===== src/rtl/multicycle_seq_pkg.sv =====
// Shared encodings for the multi-cycle sequencer: states, opcodes,
// instruction classes, halt causes and write-data selects.
package multicycle_seq_pkg;

  typedef enum logic [2:0] {
    S_FETCH  = 3'd0,
    S_DECODE = 3'd1,
    S_EXEC   = 3'd2,
    S_MEM    = 3'd3,
    S_WB     = 3'd4,
    S_HALT   = 3'd5
  } state_e;

  typedef enum logic [2:0] {
    CL_NONE  = 3'd0,
    CL_R     = 3'd1,
    CL_IALU  = 3'd2,
    CL_LOAD  = 3'd3,
    CL_STORE = 3'd4
  } cls_e;

  localparam logic [6:0] OP_R     = 7'b0110011;
  localparam logic [6:0] OP_IALU  = 7'b0010011;
  localparam logic [6:0] OP_LOAD  = 7'b0000011;
  localparam logic [6:0] OP_STORE = 7'b0100011;

  localparam logic [1:0] ERR_NONE = 2'b00;
  localparam logic [1:0] ERR_IMEM = 2'b01;
  localparam logic [1:0] ERR_ILL  = 2'b10;
  localparam logic [1:0] ERR_DMEM = 2'b11;

  localparam logic [1:0] WD_ALU = 2'b00;
  localparam logic [1:0] WD_MEM = 2'b01;

  function automatic cls_e classify(input logic [6:0] op);
    cls_e c;
    case (op)
      OP_R:     c = CL_R;
      OP_IALU:  c = CL_IALU;
      OP_LOAD:  c = CL_LOAD;
      OP_STORE: c = CL_STORE;
      default:  c = CL_NONE;
    endcase
    return c;
  endfunction

endpackage


===== src/rtl/multicycle_seq_wait_timer.sv =====
// Bounded-wait counter shared by the fetch and data-memory waits.
// expired_o flags the last allowed waiting cycle.
module wait_timer #(
  parameter int TIMEOUT = 16
) (
  input  logic clk,
  input  logic rst,
  input  logic clear_i,
  input  logic en_i,
  output logic expired_o
);

  logic [7:0] cnt_q, cnt_d;

  assign expired_o = (cnt_q == 8'(TIMEOUT - 1));

  always_comb begin
    cnt_d = cnt_q;
    if (clear_i) begin
      cnt_d = 8'd0;
    end else if (en_i && !expired_o) begin
      cnt_d = cnt_q + 8'd1;
    end
  end

  always_ff @(posedge clk) begin
    if (rst) begin
      cnt_q <= 8'd0;
    end else begin
      cnt_q <= cnt_d;
    end
  end

endmodule


===== src/rtl/multicycle_seq.sv =====
// Multi-cycle RV32I sequencer: fetch/decode/exec/mem/wb with
// bounded memory waits and a sticky halt on fault.
import multicycle_seq_pkg::*;

module multicycle_seq #(
  parameter int TIMEOUT = 16,
  parameter int CNT_W   = 32
) (
  input  logic             clk,
  input  logic             rst,
  input  logic             run,
  input  logic [6:0]       ir_op,
  input  logic             imem_ready,
  input  logic             dmem_ready,
  output logic             imem_req,
  output logic             ir_write,
  output logic             pc_write,
  output logic             reg_write,
  output logic             dmem_req,
  output logic             mem_write,
  output logic             alu_src_imm,
  output logic [1:0]       wd_src,
  output logic [2:0]       state,
  output logic             halted,
  output logic [1:0]       err,
  output logic [CNT_W-1:0] instret
);

  state_e           state_q, state_d;
  cls_e             cls_q, cls_d;
  logic [1:0]       err_q, err_d;
  logic [CNT_W-1:0] instret_q;
  logic             tmr_clr, tmr_en, expired;

  wait_timer #(.TIMEOUT(TIMEOUT)) u_timer (
    .clk      (clk),
    .rst      (rst),
    .clear_i  (tmr_clr),
    .en_i     (tmr_en),
    .expired_o(expired)
  );

  always_comb begin
    state_d     = state_q;
    cls_d       = cls_q;
    err_d       = err_q;
    imem_req    = 1'b0;
    ir_write    = 1'b0;
    pc_write    = 1'b0;
    reg_write   = 1'b0;
    dmem_req    = 1'b0;
    mem_write   = 1'b0;
    alu_src_imm = 1'b0;
    wd_src      = WD_ALU;
    halted      = 1'b0;
    tmr_en      = 1'b0;
    unique case (state_q)
      S_FETCH: begin
        imem_req = run;
        tmr_en   = run && !imem_ready;
        if (run && imem_ready) begin
          ir_write = 1'b1;
          state_d  = S_DECODE;
        end else if (run && expired) begin
          state_d = S_HALT;
          err_d   = ERR_IMEM;
        end
      end
      S_DECODE: begin
        cls_d = classify(ir_op);
        if (cls_d == CL_NONE) begin
          state_d = S_HALT;
          err_d   = ERR_ILL;
        end else begin
          state_d = S_EXEC;
        end
      end
      S_EXEC: begin
        alu_src_imm = (cls_q != CL_R);
        if (cls_q == CL_LOAD || cls_q == CL_STORE) begin
          state_d = S_MEM;
        end else begin
          state_d = S_WB;
        end
      end
      S_MEM: begin
        dmem_req    = 1'b1;
        alu_src_imm = 1'b1;
        mem_write   = (cls_q == CL_STORE);
        tmr_en      = !dmem_ready;
        if (dmem_ready) begin
          if (cls_q == CL_STORE) begin
            pc_write = 1'b1;
            state_d  = S_FETCH;
          end else begin
            state_d = S_WB;
          end
        end else if (expired) begin
          state_d = S_HALT;
          err_d   = ERR_DMEM;
        end
      end
      S_WB: begin
        reg_write = 1'b1;
        pc_write  = 1'b1;
        wd_src    = (cls_q == CL_LOAD) ? WD_MEM : WD_ALU;
        state_d   = S_FETCH;
      end
      S_HALT: begin
        halted = 1'b1;
      end
      default: begin
        state_d = S_HALT;
      end
    endcase
    // A reset cycle abandons the in-flight instruction entirely.
    if (rst) begin
      imem_req  = 1'b0;
      ir_write  = 1'b0;
      pc_write  = 1'b0;
      reg_write = 1'b0;
      dmem_req  = 1'b0;
      mem_write = 1'b0;
    end
    tmr_clr = (state_d != state_q) || (state_q == S_FETCH && !run);
  end

  always_ff @(posedge clk) begin
    if (rst) begin
      state_q   <= S_FETCH;
      cls_q     <= CL_NONE;
      err_q     <= ERR_NONE;
      instret_q <= '0;
    end else begin
      state_q <= state_d;
      cls_q   <= cls_d;
      err_q   <= err_d;
      if (pc_write) begin
        instret_q <= instret_q + CNT_W'(1);
      end
    end
  end

  assign state   = state_q;
  assign err     = err_q;
  assign instret = instret_q;

endmodule

===== config.mk =====
export PLATFORM = sky130hd
export DESIGN_NAME = multicycle_seq
export DESIGN_NICKNAME = d
export VERILOG_FILES = /design/src/rtl/multicycle_seq_pkg.sv /design/src/rtl/multicycle_seq_wait_timer.sv /design/src/rtl/multicycle_seq.sv
export SDC_FILE = /design/constraint.sdc
export NUM_CORES = 1
export LEC_CHECK = 0
export CORE_UTILIZATION = 40
export CTS_CLUSTER_DIAMETER = 50
export DETAILED_ROUTE_END_ITERATION = 8
export DONT_BUFFER_PORTS = 1
export GPL_ROUTABILITY_DRIVEN = 0
export SLEW_MARGIN = 20
export SYNTH_ARGS = -nofsm -noshare
export SYNTH_HDL_FRONTEND = slang
export SYNTH_SLANG_ARGS = --single-unit

===== constraint.sdc =====
create_clock -name clk -period 1.93 [get_ports clk]
set_input_delay 0.2895 -clock clk [delete_from_list [all_inputs] [get_ports clk]]
set_output_delay 0.2895 -clock clk [all_outputs]
set_load 0.05 [all_outputs]

; Yosys cells after proc, flatten, opt, wreduce, memory -nomap -nowiden
; Cells that the tools add are included.
[word_totals]
ff_bits = 48
elab_cells = 78
[classes]
n_addsub = 2
eq_ne = 19
n_mux = 36
reduce_logical = 16
[ops]
columns = cell, n
row1 = 32-bit by 1-bit adder with 32-bit output (second input constant), 1
row2 = 3-bit two-way mux, 8
row3 = 3-bit case mux with 6 select lines, 1
row4 = 1-bit two-way mux, 17
row5 = 7-bit by 6-bit equality test with 1-bit output (second input constant), 2
row6 = 3-bit case mux with 4 select lines, 1
row7 = 2-bit two-way mux, 5
row8 = 2-bit != test (second input constant), 5
row9 = 3-bit by 2-bit equality test with 1-bit output (second input constant), 3
row10 = 3-bit equality test (second input constant), 3
row11 = 8-bit by 1-bit adder with 8-bit output (second input constant), 1
row12 = 8-bit by 4-bit equality test with 1-bit output (second input constant), 1
row13 = 7-bit by 2-bit equality test with 1-bit output (second input constant), 1
row14 = 7-bit by 5-bit equality test with 1-bit output (second input constant), 1
row15 = 3-bit logical NOT, 2
row16 = 1-bit case mux with 2 select lines, 3
row17 = 2-bit case mux with 3 select lines, 1
row18 = 6-bit AND reduction, 1
row19 = 1-bit logical AND, 5
row20 = 1-bit logical NOT, 4
row21 = 3-bit by 1-bit equality test with 1-bit output (second input constant), 1
row22 = 3-bit by 1-bit != test with 1-bit output (second input constant), 1
row23 = 3-bit != test, 1
row24 = 3-bit nonzero test, 1
row25 = other kinds (2), 3

; Logic depth before layout (Yosys ltp)
; Gate-level depths: netlist (run 1).
[logic_depth]
ltp_word = 9
depth_mapped = 8
mapped_depth_nobuf = 6

; Modules after synthesis
; From an unflattened synthesis (run 1), not the netlist that was laid out.
[unflattened]
cells_unflattened = 308
hier_area_um2 = 2585.0
[modules_own_cells]
columns = mod, instances, cells_per_inst, area_per_inst_um2, seq_area_each_um2
row1 = multicycle_seq, 1, 257, 2105.8, 800.8
row2 = wait_timer, 1, 51, 479.2, 160.2

; Worst setup path before layout (run 1)
; OpenSTA, ideal clock, no wires.
[synth_path]
kind = register -> register
start = reg state_q[1], in the netlist state[1]
end = reg instret_q[24], in the netlist instret[24]
setup_time_ns = 0.070
arrival_time_ns = 2.769
required_time_ns = 1.860
path_slack_ns = -0.910
path_stages_with_launch = 8
n_path_buf = 1
synth_period_minus_slack_ns = 2.840
cell_sequence = dfxtp_1 buf_2 nor4b_4 a31oi_4 inv_2 nand3_1 or4_1 a21oi_1
[synth_via]
elab_chain_len = 3
[synth_lines]
columns = item, line
row1 = start: declaration, multicycle_seq.sv:29  ; state_e state_q, state_d;
row2 = start signal: assignment, multicycle_seq.sv:135  ; state_q <= state_d;
row3 = 3-bit equality test or 3-bit by 2-bit equality test with 1-bit output (tied branches), multicycle_seq.sv:57  ; unique case (state_q)
row4 = 1-bit case mux with 2 select lines (*), multicycle_seq.sv:57
row5 = 1-bit two-way mux (*), multicycle_seq.sv:117  ; if (rst) begin
row6 = via pc_write, multicycle_seq.sv:17  ; output logic pc_write,
row7 = end signal: assignment, multicycle_seq.sv:139  ; instret_q <= instret_q + CNT_W'(1);
row8 = end: declaration, multicycle_seq.sv:32  ; logic [CNT_W-1:0] instret_q;
; The timed path passes the listed nets; every way through them passes the cells marked *.
; A chain may end at the register's enable or synchronous reset.

; Worst setup path after layout (run 1)
[layout_path]
start = reg instret_q[6], in the netlist instret[6]
end = reg instret_q[30], in the netlist instret[30]
[layout_via]
elab_chain_len = 1
[layout_lines]
columns = item, line
row1 = 32-bit by 1-bit adder with 32-bit output, multicycle_seq.sv:139
; No other way between the ends.

==> results of run 1 <==
[final cells by class]
cell class | count | share of cell area [%]
clock buffers | 7 | 2.32
clock inverters | 1 | 0.168
inverters | 8 | 0.942
multi-input cells | 233 | 48.8
flip-flops and latches | 48 | 26.4
well taps | 75 | 2.52
repair buffers | 86 | 18.8
[timing repair]
item / in CTS / in global routing
pin swaps: 12 / 28
resized for setup: 13 / 45
hold endpoints to repair: 0 / 0
endpoints found under the setup margin: 19 / 24
buffers inserted: 5 / 8
[kinds of logic after synthesis]
family / count (synthesis) / share of synthesized area, %
AOI/OAI and AO/OA: 56 / 14.4
buffers and inverters: 24 / 4.11
xor gates and xnor gates: 24 / 8.21
adders and majority gates: 2 / 0.977
muxes: 2 / 0.831
DFF: 48 / 37.5
other: 1 / 0.146
and+or+nand+nor: 148 / 33.8
[power breakdown]
part / internal [uW] / switching, uW / leakage [uW]
clock network: 293 / 349 / 0.0000488
registers: 992 / 11.8 / 0.000394
logic: 60.7 / 96.2 / 0.000854
total: 1350 / 457 / 0.00130
[cells in the mapped netlist (2+ instances only)]
master,number,area share [%]
dfxtp_1,48,38
nor2_1,31,4.5
a21oi_1,25,4.9
nand2_1,22,3.2
xnor2_1,17,5.8
nor4_1,14,3.4
nand3_1,13,2.5
nor3_1,11,2.2
clkbuf_1,10,1.5
o31ai_1,10,2.9
or4_1,10,2.9
inv_1,7,1.0
o21ai_0,7,1.4
or3_1,7,1.7
xor2_1,7,2.4
and3_1,5,1.2
nand4_1,5,1.2
nand2b_1,4,0.98
and2_1,3,0.73
nor4b_1,3,1.0
a221o_1,2,0.78
a22oi_1,2,0.59
and4_1,2,0.68
buf_2,2,0.39
ha_1,2,0.98
nand3b_1,2,0.59
nand4b_1,2,0.68
o21a_1,2,0.59
or2_2,2,0.49
[registers in the layout (all words and copies together) (netlist names)]
register / count
err: 2
cls_q: 3
u_timer.cnt_q: 8
state: 3
instret: 32
[worst max-delay path, cell delays in order, from the launching register on]
cell and delay, ns:
dfxtp_2 0.34, and4_4 0.24, nand3_4 0.08, or4_4 0.54, buf_6 0.15, or4_4 0.47
a21oi_2 0.15
[per-layer routing]
metal | vias up | global-route usage [%] | part of all wire, %
li1 | 1274 | - | -
met1 | 1195 | 25.0 | 46
met2 | 65 | 32.1 | 47
met3 | 6 | 5.00 | 5.9
met4 | 0 | 4.74 | 0.92
met5 | - | 0 | 0
[per-stage QoR]
step | util [%] | hold WS, ns | cell area (um^2) | setup slack (ns) | power, uW
finish | 61.3 | 0.0423 | 3720 | -0.104 | 1800
global placement | 53.9 | 0.359 | 3270 | -0.0432 | 1150
global route | 61.3 | 0.0350 | 3720 | -0.157 | 1850
detailed placement | 53.9 | 0.361 | 3270 | -0.0886 | 1150
CTS | 56.6 | 0.0344 | 3430 | -0.106 | 1790
floorplan | - | 0.458 | 2700 | -0.464 | 1130
[worst max path at each step]
stage          slack, ns          end
5_1_grt            -0.16  instret[27]
4_1_cts            -0.11  instret[26]
2_1_floorplan      -0.46  instret[15]
3_5_place_dp       -0.09  instret[27]
6_report           -0.10  instret[30]
3_3_place_gp       -0.04  instret[30]
==> results.yml, run 1 <==
setup_path:
  cp_max_fo: 4
  crit_required_ns: 2.17
  end_kind: "register"
  crit_path_start_kind: "register"
  reg2reg_depth: 6
  worstSetupPathType: "reg -> reg"
  startpoint: "instret[6]"
  r2r-end: "instret[30]"
  rr_startpoint: "instret[6]"
  arrival_ns: 2.28
  reg2reg_slack_ns: -0.10
cells_and_area:
  drive_gt1_share_pct: 42.8
  register_area_um2: 982
  area_delta_synth_final_pct: 45.2
  layout_common_cells: "buf_4 (77), dfxtp_1 (35), nor2_1 (28)"
  diodes: 0
  final_common_cell: "buf_4"
  nNetsFinal: 396
  multiInputGateArea_mm2: 0.00181
  fin_cells: 458
  fillers: 551
timing:
  report.final.slew_viol_count: 0
  finalCritPeriodShare_pct: 105
  skew_ns: 0.00977
  setup_slack_ns: -0.104
  hold_viol: 0
  tightestPinTransition_ns: 0.548
  slew_headroom_pct: 63.4
  period_minus_slack_ns: 2.03
  finalSetupViolations: 11
  setup_tns_ns: -0.726
  clock.fmax_mhz: 492
  grt_setup_unrepaired: "true"
min_path:
  whs_endpoint: "instret[17]"
  holdPathStages: 1
  hp-start: "rst"
  hold_class: "in -> reg"
cts:
  clockBufferDepth: 2
  cts_hold_buf: 0
  cts.sinks: 48
  h-tree-depth: 2
  clk_latency_ns: 0.30
  clk_root_buffer_cell: "clkbuf_8"
  path_clk_slew_ns: 0.09
  cts_tree: "yes"
  cts_made_buffers: 5
routing:
  wl_um: 6960
  routedWlPerCell_um: 15.2
  drt_iter0_markers: 142
  vias: 2540
  drc_errors: 0
  viasPerCell: 5.55
  ant_nets: 0
  firstDrtPassIters: 4
global_routing:
  grt_max_degree: 46
  grt_pass1_wl_um: 10000
  gr-usage-all-layers_pct: 19.4
  grt_pass1_vias: 2270
  grt_antenna_before_repair: 0
  grt-ovfl-total: 0
logic_synthesis:
  seq_area_frac_synth_pct: 37.5
  yosys_warnings: 0
  synth_edf_count: 0
  synthDistinctLibCells: 57
  ys_ff_latch: 48
  netlist_instances: 305
  avgSynthCellArea_um2: 8.39
  syn_nets: 319
  synth_area_mm2: 0.00256
  synthFlopType: "dfxtp_1"
  async_reset_ff_share_pct: 0
power_and_ir_drop:
  p_leak_uw: 0.00130
  power_density_mw_per_mm2: 485
  ir_drop_mv: 0.396
place:
  dp_hpwl_um: 4660
  placed_cells: 437
  port_buffers: 0
floorplanning:
  die_y_um: 82
  core_mm2: 0.00606
  row_count: 28
  die_w_um: 82
  io_pins: 59
  die_area_mm2: 0.00672
  initial_core_util_pct: 42.2
status:
  status: "finished with violations"
  violations: "setup timing"
run:
  maxCapViolCount: 0
(Power assumes the default switching activity.)
==> run 2: changes to the inputs <==
--- a/config.mk
+++ b/config.mk
@@ -6,7 +6,7 @@
 export NUM_CORES = 1
 export LEC_CHECK = 0
 export CORE_UTILIZATION = 40
-export CTS_CLUSTER_DIAMETER = 50
+export CTS_CLUSTER_DIAMETER = 60
 export DETAILED_ROUTE_END_ITERATION = 8
 export DONT_BUFFER_PORTS = 1
 export GPL_ROUTABILITY_DRIVEN = 0
==> results of run 2 <==
Same layout as run 1: the final DEF is identical, and so are final timing and power.
==> run 3: changes to the inputs <==
--- a/config.mk
+++ b/config.mk
@@ -5,11 +5,14 @@
 export SDC_FILE = /design/constraint.sdc
 export NUM_CORES = 1
 export LEC_CHECK = 0
+export CORE_MARGIN = 8
 export CORE_UTILIZATION = 40
 export CTS_CLUSTER_DIAMETER = 60
 export DETAILED_ROUTE_END_ITERATION = 8
 export DONT_BUFFER_PORTS = 1
 export GPL_ROUTABILITY_DRIVEN = 0
+export HOLD_SLACK_MARGIN = 0.1
+export PLACE_DENSITY = 0.52
 export SLEW_MARGIN = 20
 export SYNTH_ARGS = -nofsm -noshare
 export SYNTH_HDL_FRONTEND = slang
==> results.yml, run 3 (synthesis results as in run 1) <==
cells_and_area:
  largest_reg_flops: 32
  diodes: 0
  nNetsFinal: 387
  final_common_cell: "buf_4"
  layout_common_cells: "buf_4 (70), dfxtp_1 (31), nor2_1 (28)"
  drive_gt1_share_pct: 42.0
  area_delta_synth_final_pct: 40.8
  final_area_mm2: 0.00360
floorplanning:
  io_pins: 59
  initial_core_util_pct: 40.8
  row_count: 29
  die_area_mm2: 0.00922
  die_y_um: 96
  die_w_um: 96
  core_mm2: 0.00628
timing:
  slew_headroom_pct: 62.7
  grt_setup_unrepaired: "true"
  hold_viol: 0
  skew_ns: 0.00885
  finalCritPeriodShare_pct: 103
  tightestPinTransition_ns: 0.558
  clock.fmax_mhz: 505
  period_minus_slack_ns: 1.98
  finalSetupViolations: 5
  setup_slack_ns: -0.0513
  report.final.slew_viol_count: 0
setup_path:
  crit_path_start_kind: "register"
  crit_required_ns: 2.17
  reg2reg_depth: 5
  arrival_ns: 2.22
  cp_max_fo: 5
  worstSetupPathType: "reg -> reg"
  end_kind: "register"
power_and_ir_drop:
  power_density_mw_per_mm2: 533
  ir_drop_mv: 0.355
  design_power_total_uw: 1920
  p_leak_uw: 0.00125
status:
  status: "finished with violations"
  violations: "setup timing"
routing:
  route.met2.wl_um: 3160
  ant_nets: 0
  drc_errors: 0
  firstDrtPassIters: 4
  top_layer_used: "met4"
  drt_iter0_markers: 85
  routedWlPerCell_um: 15.9
  wl_met1_um: 3350
  wl_met3_um: 628
  vias: 2524
  wl_um: 7190
  viasPerCell: 5.60
cts:
  clockBufferDepth: 2
  path_clk_slew_ns: 0.10
  cts_tree: "yes"
  clk_latency_ns: 0.30
  clk_root_buffer_cell: "clkbuf_8"
  cts.sinks: 48
  h-tree-depth: 2
  cts_made_buffers: 5
global_routing:
  grt-ovfl-total: 0
  grt_max_degree: 46
  grt_pass1_wl_um: 11800
  gr-usage-all-layers_pct: 15.8
  grt_antenna_before_repair: 0
  grt_pass1_vias: 2358
min_path:
  hold_class: "in -> reg"
  holdPathStages: 1
place:
  place_area_mm2: 0.00324
  port_buffers: 0
  dp_hpwl_um: 5150
run:
  maxCapViolCount: 0
[run 3: metal layers]
metal / track usage (%) / up-vias
met2: 23.7 / 67
met3: 4.99 / 4
met1: 20.9 / 1187
met5: 0 / -
met4: 4.61 / 0
li1: - / 1266
[run 3: where the power goes]
part           switching [uW]  leakage, uW  internal (uW)
combinational            84.6     0.000788           52.7
sequential               12.2     0.000396            992
clock                     356    0.0000614            424
total                     453      0.00125           1470
[run 3: worst paths after layout]
check / end / startpoint / slack, ns
hold reg to reg: instret[1] / instret[1] / 0.48
setup reg to reg: instret[30] / instret[6] / -0.05
hold / removal: instret[15] / rst / 0.05
setup / recovery: instret[30] / instret[6] / -0.05
[run 3: stage by stage]
stage	worst slack [ns]	cells	hold slack (ns)	setup TNS, ns	utilization [%]
CTS	-0.0245	449	0.0276	-0.0488	54.5
global placement	-0.0615	437	0.361	-0.430	51.6
global route	-0.106	451	0.0130	-0.771	57.4
floorplan	-0.464	305	0.458	-9.48	-
finish	-0.0513	451	0.0456	-0.197	57.4
detailed placement	-0.0705	437	0.363	-0.824	51.6
[run 3: critical path, cell delays in order (launching register included)]
cell     delay (ns)
dfxtp_2        0.33
and4_4         0.25
nand3_4        0.11
or4_4          0.60
or4_1          0.49
a21oi_1        0.15
[run 3: area by class of cell]
cell class	count	area, um^2
clock buffers	6	82.6
clock inverters	2	38.8
fillers	585	2670
inverters	8	35.0
multi-input cells	235	1770
flip-flops and latches	48	987
well taps	77	96.3
repair buffers	75	594
[run 3: repair_timing]
action,4_1_cts,5_1_grt
hold endpoints to repair,38,38
endpoints found under the setup margin,21,27
setup buffers,2,2
gates resized for setup,10,40
pin swaps,7,23
gates cloned,2,0
